File: src/rtl/dijkstra_controller_pkg.sv
// Shared constants and default sizing for the Dijkstra sequencer and its relax datapath.
// Distances saturate at all-ones, which doubles as the "no edge / unreached" marker.
package dijkstra_controller_pkg;

  localparam int DEFAULT_MAX_NODES   = 8;
  localparam int DEFAULT_INDEX_WIDTH = 3;
  localparam int DEFAULT_VALUE_WIDTH = 8;

  localparam logic UNVISITED = 1'b0;
  localparam logic VISITED   = 1'b1;

endpackage

File: src/rtl/dijkstra_controller_if.sv
// Bundle of the run-control, adjacency-memory and priority-queue signals of the controller.
// The master modport is the controller side; the slave modport is the queue/memory/host side.
interface dijkstra_controller_if #(
  parameter int MAX_NODES   = 8,
  parameter int INDEX_WIDTH = 3,
  parameter int VALUE_WIDTH = 8
) ();

  logic                     start;
  logic [INDEX_WIDTH-1:0]   source;
  logic                     busy;
  logic                     done;
  logic [2*INDEX_WIDTH-1:0] edge_addr;
  logic [VALUE_WIDTH-1:0]   edge_weight;
  logic                     pq_reset;
  logic                     pq_set_en;
  logic [INDEX_WIDTH-1:0]   pq_index;
  logic [VALUE_WIDTH-1:0]   pq_write_value;
  logic [VALUE_WIDTH-1:0]   pq_read_value;
  logic [INDEX_WIDTH-1:0]   pq_min_index;
  logic [VALUE_WIDTH-1:0]   pq_min_value;
  logic [MAX_NODES-1:0]     visited_vector;

  modport master (
    input  start, source, edge_weight, pq_read_value, pq_min_index, pq_min_value,
    output busy, done, edge_addr, pq_reset, pq_set_en, pq_index, pq_write_value,
           visited_vector
  );

  modport slave (
    output start, source, edge_weight, pq_read_value, pq_min_index, pq_min_value,
    input  busy, done, edge_addr, pq_reset, pq_set_en, pq_index, pq_write_value,
           visited_vector
  );

endinterface

File: src/rtl/dijkstra_relax.sv
// Combinational edge relaxation: widened add so an overflowing path saturates instead of wrapping,
// and a write only when the neighbour is open, the edge exists and the new path is strictly shorter.
module dijkstra_relax
  import dijkstra_controller_pkg::*;
#(
  parameter int VALUE_WIDTH = DEFAULT_VALUE_WIDTH
) (
  input  logic [VALUE_WIDTH-1:0] cur_dist,
  input  logic [VALUE_WIDTH-1:0] edge_weight,
  input  logic [VALUE_WIDTH-1:0] read_value,
  input  logic                   visited_j,
  output logic                   write_en,
  output logic [VALUE_WIDTH-1:0] write_value
);

  localparam logic [VALUE_WIDTH-1:0] INF = '1;

  logic [VALUE_WIDTH:0] sum;

  always_comb begin
    sum         = {1'b0, cur_dist} + {1'b0, edge_weight};
    write_value = sum[VALUE_WIDTH-1:0];
    write_en    = (visited_j == UNVISITED) &&
                  (edge_weight != INF) &&
                  (sum < {1'b0, INF}) &&
                  (sum < {1'b0, read_value});
  end

endmodule

File: src/rtl/dijkstra_controller.sv
// Single-source Dijkstra sequencer: select min unvisited node, then fetch/relax each of its out-edges.
// Final distances stay in the external priority queue; done pulses for one cycle at the end of a run.
module dijkstra_controller
  import dijkstra_controller_pkg::*;
#(
  parameter int MAX_NODES   = DEFAULT_MAX_NODES,
  parameter int INDEX_WIDTH = DEFAULT_INDEX_WIDTH,
  parameter int VALUE_WIDTH = DEFAULT_VALUE_WIDTH
) (
  input  logic                  clock,
  input  logic                  reset,
  dijkstra_controller_if.master bus
);

  localparam logic [VALUE_WIDTH-1:0] INF      = '1;
  localparam logic [INDEX_WIDTH-1:0] LAST_IDX = INDEX_WIDTH'(MAX_NODES - 1);

  typedef enum logic [2:0] {
    ST_IDLE   = 3'd0,
    ST_INIT   = 3'd1,
    ST_SELECT = 3'd2,
    ST_FETCH  = 3'd3,
    ST_RELAX  = 3'd4,
    ST_DONE   = 3'd5
  } state_e;

  state_e                 state_q,    state_d;
  logic [INDEX_WIDTH-1:0] source_q,   source_d;
  logic [INDEX_WIDTH-1:0] cur_q,      cur_d;
  logic [VALUE_WIDTH-1:0] cur_dist_q, cur_dist_d;
  logic [INDEX_WIDTH-1:0] j_q,        j_d;
  logic [MAX_NODES-1:0]   visited_q,  visited_d;

  logic                   relax_en;
  logic [VALUE_WIDTH-1:0] relax_value;

  dijkstra_relax #(
    .VALUE_WIDTH (VALUE_WIDTH)
  ) u_relax (
    .cur_dist    (cur_dist_q),
    .edge_weight (bus.edge_weight),
    .read_value  (bus.pq_read_value),
    .visited_j   (visited_q[j_q]),
    .write_en    (relax_en),
    .write_value (relax_value)
  );

  always_ff @(posedge clock) begin
    if (reset) begin
      state_q    <= ST_IDLE;
      source_q   <= '0;
      cur_q      <= '0;
      cur_dist_q <= '0;
      j_q        <= '0;
      visited_q  <= {MAX_NODES{UNVISITED}};
    end else begin
      state_q    <= state_d;
      source_q   <= source_d;
      cur_q      <= cur_d;
      cur_dist_q <= cur_dist_d;
      j_q        <= j_d;
      visited_q  <= visited_d;
    end
  end

  always_comb begin
    state_d            = state_q;
    source_d           = source_q;
    cur_d              = cur_q;
    cur_dist_d         = cur_dist_q;
    j_d                = j_q;
    visited_d          = visited_q;

    bus.busy           = (state_q != ST_IDLE);
    bus.done           = 1'b0;
    bus.pq_reset       = 1'b0;
    bus.pq_set_en      = 1'b0;
    bus.pq_index       = '0;
    bus.pq_write_value = '0;
    bus.edge_addr      = '0;
    bus.visited_vector = visited_q;

    case (state_q)
      ST_IDLE: begin
        if (bus.start) begin
          source_d = bus.source;
          state_d  = ST_INIT;
        end
      end
      ST_INIT: begin
        bus.pq_reset = 1'b1;
        bus.pq_index = source_q;
        visited_d    = {MAX_NODES{UNVISITED}};
        state_d      = ST_SELECT;
      end
      ST_SELECT: begin
        // The queue's min ignores visited nodes, so a visited or infinite min means nothing reachable is left.
        if ((&visited_q) || (visited_q[bus.pq_min_index] == VISITED) ||
            (bus.pq_min_value == INF)) begin
          state_d = ST_DONE;
        end else begin
          cur_d                        = bus.pq_min_index;
          cur_dist_d                   = bus.pq_min_value;
          visited_d[bus.pq_min_index]  = VISITED;
          j_d                          = '0;
          state_d                      = ST_FETCH;
        end
      end
      ST_FETCH: begin
        bus.edge_addr = {cur_q, j_q};
        state_d       = ST_RELAX;
      end
      ST_RELAX: begin
        bus.pq_index       = j_q;
        bus.pq_set_en      = relax_en;
        bus.pq_write_value = relax_en ? relax_value : '0;
        if (j_q == LAST_IDX) begin
          state_d = ST_SELECT;
        end else begin
          j_d     = j_q + INDEX_WIDTH'(1);
          state_d = ST_FETCH;
        end
      end
      ST_DONE: begin
        bus.done = 1'b1;
        state_d  = ST_IDLE;
      end
      default: begin
        state_d = ST_IDLE;
      end
    endcase
  end

endmodule

File: src/flat_wrapper.sv
// flat-port wrapper written by rule: the top's interface ports become plain ports
module dijkstra_controller_flat import dijkstra_controller_pkg::*;
#(
  parameter int MAX_NODES   = DEFAULT_MAX_NODES,
  parameter int INDEX_WIDTH = DEFAULT_INDEX_WIDTH,
  parameter int VALUE_WIDTH = DEFAULT_VALUE_WIDTH
)
  (clock, reset, bus_start, bus_source, bus_edge_weight, bus_pq_read_value, bus_pq_min_index, bus_pq_min_value, bus_busy, bus_done, bus_edge_addr, bus_pq_reset, bus_pq_set_en, bus_pq_index, bus_pq_write_value, bus_visited_vector);
  dijkstra_controller_if #(.MAX_NODES(MAX_NODES), .INDEX_WIDTH(INDEX_WIDTH), .VALUE_WIDTH(VALUE_WIDTH)) bus_i ();
  input  logic clock;
  input  logic reset;
  input wire logic [$bits(bus_i.start)-1:0] bus_start;
  input wire logic [$bits(bus_i.source)-1:0] bus_source;
  input wire logic [$bits(bus_i.edge_weight)-1:0] bus_edge_weight;
  input wire logic [$bits(bus_i.pq_read_value)-1:0] bus_pq_read_value;
  input wire logic [$bits(bus_i.pq_min_index)-1:0] bus_pq_min_index;
  input wire logic [$bits(bus_i.pq_min_value)-1:0] bus_pq_min_value;
  output wire logic [$bits(bus_i.busy)-1:0] bus_busy;
  output wire logic [$bits(bus_i.done)-1:0] bus_done;
  output wire logic [$bits(bus_i.edge_addr)-1:0] bus_edge_addr;
  output wire logic [$bits(bus_i.pq_reset)-1:0] bus_pq_reset;
  output wire logic [$bits(bus_i.pq_set_en)-1:0] bus_pq_set_en;
  output wire logic [$bits(bus_i.pq_index)-1:0] bus_pq_index;
  output wire logic [$bits(bus_i.pq_write_value)-1:0] bus_pq_write_value;
  output wire logic [$bits(bus_i.visited_vector)-1:0] bus_visited_vector;
  assign bus_i.start = bus_start;
  assign bus_i.source = bus_source;
  assign bus_i.edge_weight = bus_edge_weight;
  assign bus_i.pq_read_value = bus_pq_read_value;
  assign bus_i.pq_min_index = bus_pq_min_index;
  assign bus_i.pq_min_value = bus_pq_min_value;
  assign bus_busy = bus_i.busy;
  assign bus_done = bus_i.done;
  assign bus_edge_addr = bus_i.edge_addr;
  assign bus_pq_reset = bus_i.pq_reset;
  assign bus_pq_set_en = bus_i.pq_set_en;
  assign bus_pq_index = bus_i.pq_index;
  assign bus_pq_write_value = bus_i.pq_write_value;
  assign bus_visited_vector = bus_i.visited_vector;
  dijkstra_controller #(.MAX_NODES(MAX_NODES), .INDEX_WIDTH(INDEX_WIDTH), .VALUE_WIDTH(VALUE_WIDTH)) u_core (.clock(clock), .reset(reset), .bus(bus_i));
endmodule
File: config.mk
export PLATFORM = sky130hd
export DESIGN_NAME = dijkstra_controller_flat
export DESIGN_NICKNAME = d
export VERILOG_FILES = /design/src/rtl/dijkstra_controller_pkg.sv /design/src/rtl/dijkstra_controller_if.sv /design/src/rtl/dijkstra_relax.sv /design/src/rtl/dijkstra_controller.sv /design/src/flat_wrapper.sv
export SDC_FILE = /design/constraint.sdc
export NUM_CORES = 1
export LEC_CHECK = 0
export CORE_MARGIN = 2
export CORE_UTILIZATION = 48
export CTS_BUF_LIST = sky130_fd_sc_hd__clkbuf_4 sky130_fd_sc_hd__clkbuf_8
export DETAILED_ROUTE_END_ITERATION = 12
export PLACE_DENSITY = 0.86
export SLEW_MARGIN = 20
export SYNTH_ARGS = -nofsm -noshare
export SYNTH_HDL_FRONTEND = slang
export SYNTH_SLANG_ARGS = --single-unit
File: constraint.sdc
create_clock -name clock -period 5 [get_ports clock]
set_input_delay 1 -clock clock [delete_from_list [all_inputs] [get_ports clock]]
set_output_delay 1 -clock clock [all_outputs]
set_load 0.03 [all_outputs]
=== Word-level counts from Yosys, hierarchy flattened ===
Index checks and enable logic that the tools add are counted.

* Bits in registers: 28
* Input bits: 33
* Output and inout bits: 29
* Logic and storage cells: 64

* $add $sub $neg: 2
* $lt $le $gt $ge: 5
* Equal/unequal tests: 11
* Mux-type cells: 22
* Bitwise operators: 3
* Reduce and logical (&&, ||, !) cells: 15

{| class="wikitable"
|+ Operators by type and width
! cell !! count
|-
| $mux W8 || 3
|-
| $pmux W8 S2 || 1
|-
| $pmux W3 S5 || 1
|-
| $mux W3 || 4
|-
| $pmux W3 S2 || 2
|-
| $add A8 B8 Y9 || 1
|-
| $eq A3 B3 Y1 const B || 3
|-
| $lt A9 B8 Y1 || 1
|-
| $lt A9 B8 Y1 const B || 1
|-
| $eq A8 B8 Y1 const B || 1
|-
| $lt A3 B4 Y1 const B || 2
|-
| $ne A8 B8 Y1 const B || 1
|-
| $or A8 B8 Y8 || 1
|-
| $reduce_and A8 Y1 || 1
|-
| $mux W1 || 7
|-
| $bmux W1 S3 || 2
|-
| $eq A3 B2 Y1 const B || 2
|-
| $mux W6 || 1
|-
| $ne A2 B2 Y1 const B || 3
|-
| $reduce_and A2 Y1 || 3
|-
| $logic_and A1 B1 Y1 || 4
|-
| $reduce_bool A2 Y1 || 2
|-
| $add A3 B1 Y3 const B || 1
|-
| $demux W1 S3 || 1
|-
| 7 further kinds || 9
|}

=== Longest topological paths before layout ===
Gate-level depths: netlist of the first run.

* Depth in word-level cells: 8
* Depth in mapped cells: 13

=== Modules after synthesis ===
From an unflattened synthesis of the first run, not the netlist that was laid out.

* Cell total of the unflattened synthesis: 249
* Area, all modules: 2084.5 µm²

{| class="wikitable"
|+ Modules (own cells, without submodules)
! module !! times used !! cells each !! area an instance (µm²) !! sequential area each (µm²)
|-
| dijkstra_controller || 1 || 184 || 1572.8 || 560.5
|-
| dijkstra_relax || 1 || 65 || 511.7 || 0.0
|}

=== Least setup slack after synthesis of the first run ===
OpenSTA, ideal clock, no wires.

* Path kind: input to output
* From: input bus_edge_weight[0]
* To: output bus_pq_write_value[6]
* Arrival: 4.051 ns
* Slack: -0.051 ns
* Stages on the path: 12
* Buffers on the path: 0
* Cell sequence: ha_1 > fa_1 > a211oi_1 > o21bai_1 > a21oi_1 > xor2_1 > inv_1 > ha_1 > a211oi_1 > and3_1 > o221ai_1 > a211oi_1

* Longest elaborated chain between the ends: 6

{| class="wikitable"
|+ Ends and longest elaborated chain
! element !! line !! source
|-
| from (decl) || flat_wrapper.sv:14 || <nowiki>input wire logic [$bits(bus_i.edge_weight)-1:0] bus_edge_weight;</nowiki>
|-
| $add A8 B8 Y9 or $ne A8 B8 Y1 (tied branches) || dijkstra_relax.sv:21, dijkstra_relax.sv:24 ||
|-
| $lt A9 B8 Y1 or $logic_and A1 B1 Y1 (tied branches) || dijkstra_relax.sv:25, dijkstra_relax.sv:23 ||
|-
| $logic_and A1 B1 Y1 || dijkstra_relax.sv:24 || <nowiki>(edge_weight != INF) &&</nowiki>
|-
| $logic_and A1 B1 Y1 || dijkstra_relax.sv:25 || <nowiki>(sum < {1'b0, INF}) &&</nowiki>
|-
| $mux W8 * || dijkstra_controller.sv:116 || <nowiki>bus.pq_write_value = relax_en ? relax_value : '0;</nowiki>
|-
| $mux W8 * || dijkstra_controller.sv:83 || <nowiki>case (state_q)</nowiki>
|-
| to (decl) || flat_wrapper.sv:24 || <nowiki>output wire logic [$bits(bus_i.pq_write_value)-1:0] bus_pq_write_value;</nowiki>
|}

Mark *: on every way between the ends. The rest lies on a longest branch, timed or not.

=== Final worst setup path of the first run ===
* From: input bus_edge_weight[0]
* To: output bus_pq_write_value[5]

The elaborated chain is that of the path after synthesis.

==> results.yml, run 1 <==
power_and_ir_drop:
  p_int_mw: 0.399
  p_comb_share_pct: 32.8
  vdd_ir_drop_max_v: 0.000108
  clkPwrFrac_pct: 24.6
  p_per_area_nw_per_um2: 199
  pwr-share-seq_pct: 42.7
  p_leak_nw: 1.22
  swShare_pct: 30.1
  switchingPower_mw: 0.172
  finalPower_mw: 0.571
clock_tree:
  cts_sinks: 28
  cts_hold_buf: 0
  clk_pin_slew_ns: 0.09
  htreeDepth: 1
  cts_tree: "done"
  cts-root-buf: "clkbuf_8"
  clkLatencyLatePin_ns: 0.27
  numCtsBuffers: 3
  clockBufferDepth: 2
floorplan:
  placementRows: 23
  die_height_um: 67.4
  io_pins: 62
  die_area_um2: 4550
  initial_core_util_pct: 49.0
  die_w_um: 67.4
  core_region_area_um2: 3940
cells_and_area:
  fin_util_pct: 72.6
  antenna_cells: 0
  multi_input_area_um2: 1430
  n_fill_cell: 306
  nets: 345
  area_growth_pct: 48.3
  register_area_um2: 561
  drive_above_1_share_pct: 19.5
drt:
  drtIter0Drc: 103
  drt-total-wl_um: 5340
  firstDrtPassIters: 4
  wl_per_cell_um: 15.6
  viasPerCell: 5.64
  postRouteAntennaNets: 0
  via_count: 1935
  drc_errors: 0
timing:
  final-hold-violation-count: 0
  fin_crit_sh_pct: 97.9
  finClkSkew_ns: 0.00104
  holdWs_ns: 0.513
  report.final.slew_viol_count: 0
  worstMarginPinSlew_ns: 0.726
  setup_viol: 0
  period_needed_ns: 4.89
  tns_ns: 0
  setup_ws_ns: 0.107
  fmax_mhz: 204
  slew_headroom_pct: 51.5
critical_path:
  endpoint_kind: "primary output"
  cp.required_ns: 4.00
  r2r-start: "u_core.bus.visited_vector[4]"
  cp-startpoint: "bus_edge_weight[0]"
  crit_arrival_ns: 3.89
  start_kind: "primary input"
  cp_max_fo: 7
  path_class: "primary input to primary output"
synth:
  synth_compound_area_share_pct: 14.3
  ys_seq_elements: 28
  syn_area_um2: 1930
  syn_avg_cell_area_um2: 8.70
  synthCells: 222
  yosys.area.top_type: "dfxtp_1"
  synth_fa_ha_area_share_pct: 12.1
  synth_common_cells: "40 x nor2_1, 28 x dfxtp_1, 17 x ha_1"
  muxShareOfSynthArea_pct: 11.5
  synthTopCellsByArea: "dfxtp_1 29%, ha_1 11%, nor2_1 7.8%"
  synthSimpleGateAreaFrac_pct: 24.8
  async_flop_share_pct: 0
  synth_nets: 273
  yosys_warnings: 0
  synth_xor_area_share_pct: 3.18
  synth_top_family_by_area: "simple AND/OR/NAND/NOR gates"
  synth_edf_count: 0
  synth_top_area_share_pct: 29.0
  synth_flop_cell: "dfxtp_1"
  yosysMostFrequentCell: "nor2_1"
  ys_types: 50
  synth_seq_area_share_pct: 29.0
flow_run:
  cap_viol_max_count: 0
global_routing:
  grt_usage_pct: 23.0
  antenna_found_initial: 0
  grt_pass1_wl_um: 8060
  grt_max_degree: 22
  globalRoute.totalOverflow: 0
  grt_pass1_vias: 1838
place:
  hpwl_um: 3780
  pre_cts_ws_ns: -0.343
  port_buffers: 61
  gp_congestion: 0.859
worst_hold_path:
  worstHoldStart: "u_core.cur_q[1]"
  hp-class: "flop to flop"
status:
  status: "finished, final reports clean"
## state kept, by name, indices dropped and copies added (netlist names)
name,cells
u_core.bus.visited_vector,8
u_core.cur_dist_q,8
u_core.cur_q,3
u_core.j_q,3
u_core.source_q,3
u_core.state_q,3
## power by group through the flow
stage / sequential (mW) / clock, mW / combinational [mW]
detailed placement: 0.247 / 0 / 0.157
finish: 0.243 / 0.140 / 0.187
global route: 0.245 / 0.149 / 0.202
floorplan: 0.243 / 0 / 0.0972
CTS: 0.242 / 0.141 / 0.171
global placement: 0.247 / 0 / 0.153
## final cells by class
cell class	count	share of cell area, %
inverter	11	1.44
timing repair buffer	75	25.0
tap	50	2.18
clock buffer	4	1.92
sequential	28	19.6
multi-input combinational	175	49.9
## path summary, 6_finish.rpt
path / end / slack, ns / cells after the start
max: bus_pq_write_value[5] / 0.11 / 14
min: u_core.cur_q[1] / 0.51 / 2
max reg2reg: u_core.cur_dist_q[1] / 2.61 / 6
min reg2reg: u_core.cur_q[1] / 0.51 / 2
## timing repair
item / in CTS / in global routing
pin swaps: 12 / 16
gates resized for setup: 18 / 19
endpoints found under the setup margin: 9 / 9
buffers inserted: 2 / 1
gates cloned: 0 / 0
## layer usage
metal  global-route usage (%)  share of wire, %  up-vias
met5                        0                 0        -
met4                     6.89               1.4        0
met3                     4.33               4.3       12
met2                     38.7                51       57
met1                     29.8                44      919
li1                         -                 -      947
## stage by stage
stage	std cells	cell area, µm²
floorplan	222	1930
global placement	336	2610
detailed placement	336	2610
CTS	342	2760
global route	343	2860
finish	343	2860
## cell usage in the layout (no fill, tap or decap), drive strengths merged, types with 4 or more instances in the layout
cell type,count
clkdlybuf4s50,48
nor2,40
dfxtp,28
buf,23
ha,17
and3,15
mux2i,14
inv,11
a21oi,11
nand2,5
a211oi,5
xor2,4
and4,4
a31oi,4
clkbuf,4
and2,4
o21ai,4
## worst max-delay path: stages
cell and delay, ns:
dlymetal6s2s_1 0.16, ha_4 0.19, fa_2 0.38, a211oi_2 0.23, o21bai_1 0.12, a21oi_2 0.22, xor2_1 0.27, inv_1 0.13
ha_4 0.24, a211oi_2 0.18, and3_4 0.23, o221a_4 0.24, and3_1 0.16, buf_4 0.15
## logic make-up after synthesis
| group | Yosys count |
|---|---|
| AOI/OAI and AO/OA | 40 |
| xor gates and xnor gates | 7 |
| adders and majority gates | 18 |
| buffers and inverters | 19 |
| DFF | 28 |
| muxes | 19 |
| and+or+nand+nor | 91 |
(Power assumes the default switching activity.)
==> run 2, diff against run 1 <==
Settings changed: GPL_ROUTABILITY_DRIVEN set to 0.
==> results.yml, run 2 (same netlist as run 1, synthesis figures left out) <==
status:
  status: "finished, final reports clean"
global_routing:
  grt_max_degree: 22
  antenna_found_initial: 0
  globalRoute.totalOverflow: 0
  grt_pass1_vias: 1845
  grt_usage_pct: 23.3
  grt_pass1_wl_um: 8210
floorplan:
  io_pins: 62
  placementRows: 23
  initial_core_util_pct: 49.0
  die_area_um2: 4550
  core_region_area_um2: 3940
  die_w_um: 67.4
  die_height_um: 67.4
place:
  hpwl_um: 3720
  pre_cts_ws_ns: -0.296
  port_buffers: 61
timing:
  final-hold-violation-count: 0
  worstMarginPinSlew_ns: 0.924
  period_needed_ns: 4.87
  tns_ns: 0
  finClkSkew_ns: 0.00261
  report.final.slew_viol_count: 0
  setup_ws_ns: 0.129
  holdWs_ns: 0.509
  fmax_mhz: 205
  setup_viol: 0
  fin_crit_sh_pct: 97.4
  slew_headroom_pct: 38.4
critical_path:
  crit_arrival_ns: 3.87
  path_class: "primary input to primary output"
  cp_max_fo: 7
  endpoint_kind: "primary output"
  r2r_end: "u_core.bus.visited_vector[1]"
  r2r_cells: 6
  cp.required_ns: 4.00
  start_kind: "primary input"
  r2r-start: "u_core.bus.visited_vector[4]"
  ff2ff_setup_slack_ns: 2.52
power_and_ir_drop:
  swShare_pct: 29.9
  finalPower_mw: 0.565
  p_leak_nw: 1.21
  vdd_ir_drop_max_v: 0.000120
  p_comb_share_pct: 32.4
  switchingPower_mw: 0.169
  p_int_mw: 0.396
  pwr-share-seq_pct: 43.0
  clkPwrFrac_pct: 24.5
  p_per_area_nw_per_um2: 200
clock_tree:
  htreeDepth: 1
  cts_sinks: 28
  clockBufferDepth: 2
  clk_pin_slew_ns: 0.09
  numCtsBuffers: 3
  cts-root-buf: "clkbuf_8"
  cts_tree: "done"
  clkLatencyLatePin_ns: 0.27
worst_hold_path:
  worstHoldStart: "u_core.cur_q[1]"
  holdPathEnd: "u_core.cur_q[1]"
  min_delay_path_depth: 2
  hp-class: "flop to flop"
drt:
  drc_errors: 0
  drtIter0Drc: 115
  firstDrtPassIters: 4
  postRouteAntennaNets: 0
  viasPerCell: 5.65
  wl_per_cell_um: 15.0
  drt-total-wl_um: 5150
  via_count: 1943
cells_and_area:
  drive_above_1_share_pct: 18.4
  mostFrequentLayoutCell: "clkdlybuf4s50_1"
  area_growth_pct: 46.0
  nets: 346
  antenna_cells: 0
  layout_common_cells: "49 x clkdlybuf4s50_1, 40 x nor2_1, 28 x dfxtp_1"
flow_run:
  cap_viol_max_count: 0
run 2: power groups by stage:
stage          logic [mW]  clock network, mW  registers, mW
6_report            0.183              0.139          0.243
2_1_floorplan      0.0972                  0          0.243
3_3_place_gp        0.152                  0          0.247
3_5_place_dp        0.157                  0          0.247
4_1_cts             0.170              0.141          0.242
5_1_grt             0.199              0.151          0.245
run 2: worst max path at each step:
| stage | from | to | slack [ns] | depth (start not counted) |
|---|---|---|---|---|
| 2_1_floorplan | bus_edge_weight[0] | bus_pq_write_value[6] | -0.05 | 12 |
| 3_3_place_gp | bus_edge_weight[1] | bus_pq_write_value[7] | -0.26 | 15 |
| 3_5_place_dp | bus_edge_weight[1] | bus_pq_write_value[6] | -0.30 | 15 |
| 4_1_cts | bus_edge_weight[0] | bus_pq_write_value[6] | -0.01 | 14 |
| 5_1_grt | bus_edge_weight[3] | bus_pq_write_value[1] | -0.05 | 14 |
| 6_report | bus_edge_weight[3] | bus_pq_write_value[4] | 0.13 | 14 |
run 2: worst max-delay path: stages:
cell and delay, ns:
clkdlybuf4s50_1 0.44, ha_1 0.31, buf_4 0.15, o21ai_1 0.12, o21bai_1 0.10, a21oi_2 0.18, xor2_1 0.22, inv_1 0.13
ha_4 0.24, a211oi_2 0.21, and3_4 0.22, o221a_4 0.23, and3_4 0.19, buf_6 0.12
run 2: repair_timing:
item,in CTS,in global routing
cloned,0,0
endpoints found under the setup margin,9,9
gates resized for setup,12,18
pin swaps,10,18
hold buffers,0,0
setup buffers,3,2
run 2: per-layer routing:
| metal | track usage, % | routed length [µm] | share of wire [%] |
|---|---|---|---|
| met1 | 29.9 | 2240 | 43 |
| met4 | 6.38 | 54 | 1.0 |
| met3 | 4.50 | 321 | 6.2 |
| met2 | 39.7 | 2540 | 49 |
| met5 | 0 | 0 | 0 |
run 2: final cells by class:
type                            count  area (µm²)
Multi-Input combinational cell    175        1380
Timing Repair Buffer               76         719
Tap cell                           50        62.6
Sequential cell                    28         561
Clock buffer                        4        55.1
Inverter                           11        41.3
Fill cell                         283        1120
run 2: metrics by stage:
stage / utilization [%] / std cells / cell area (µm²)
global route: 71.5 / 344 / 2820
global placement: 65.9 / 335 / 2600
floorplan: - / 222 / 1930
CTS: 69.3 / 342 / 2730
finish: 71.5 / 344 / 2820
detailed placement: 65.9 / 335 / 2600
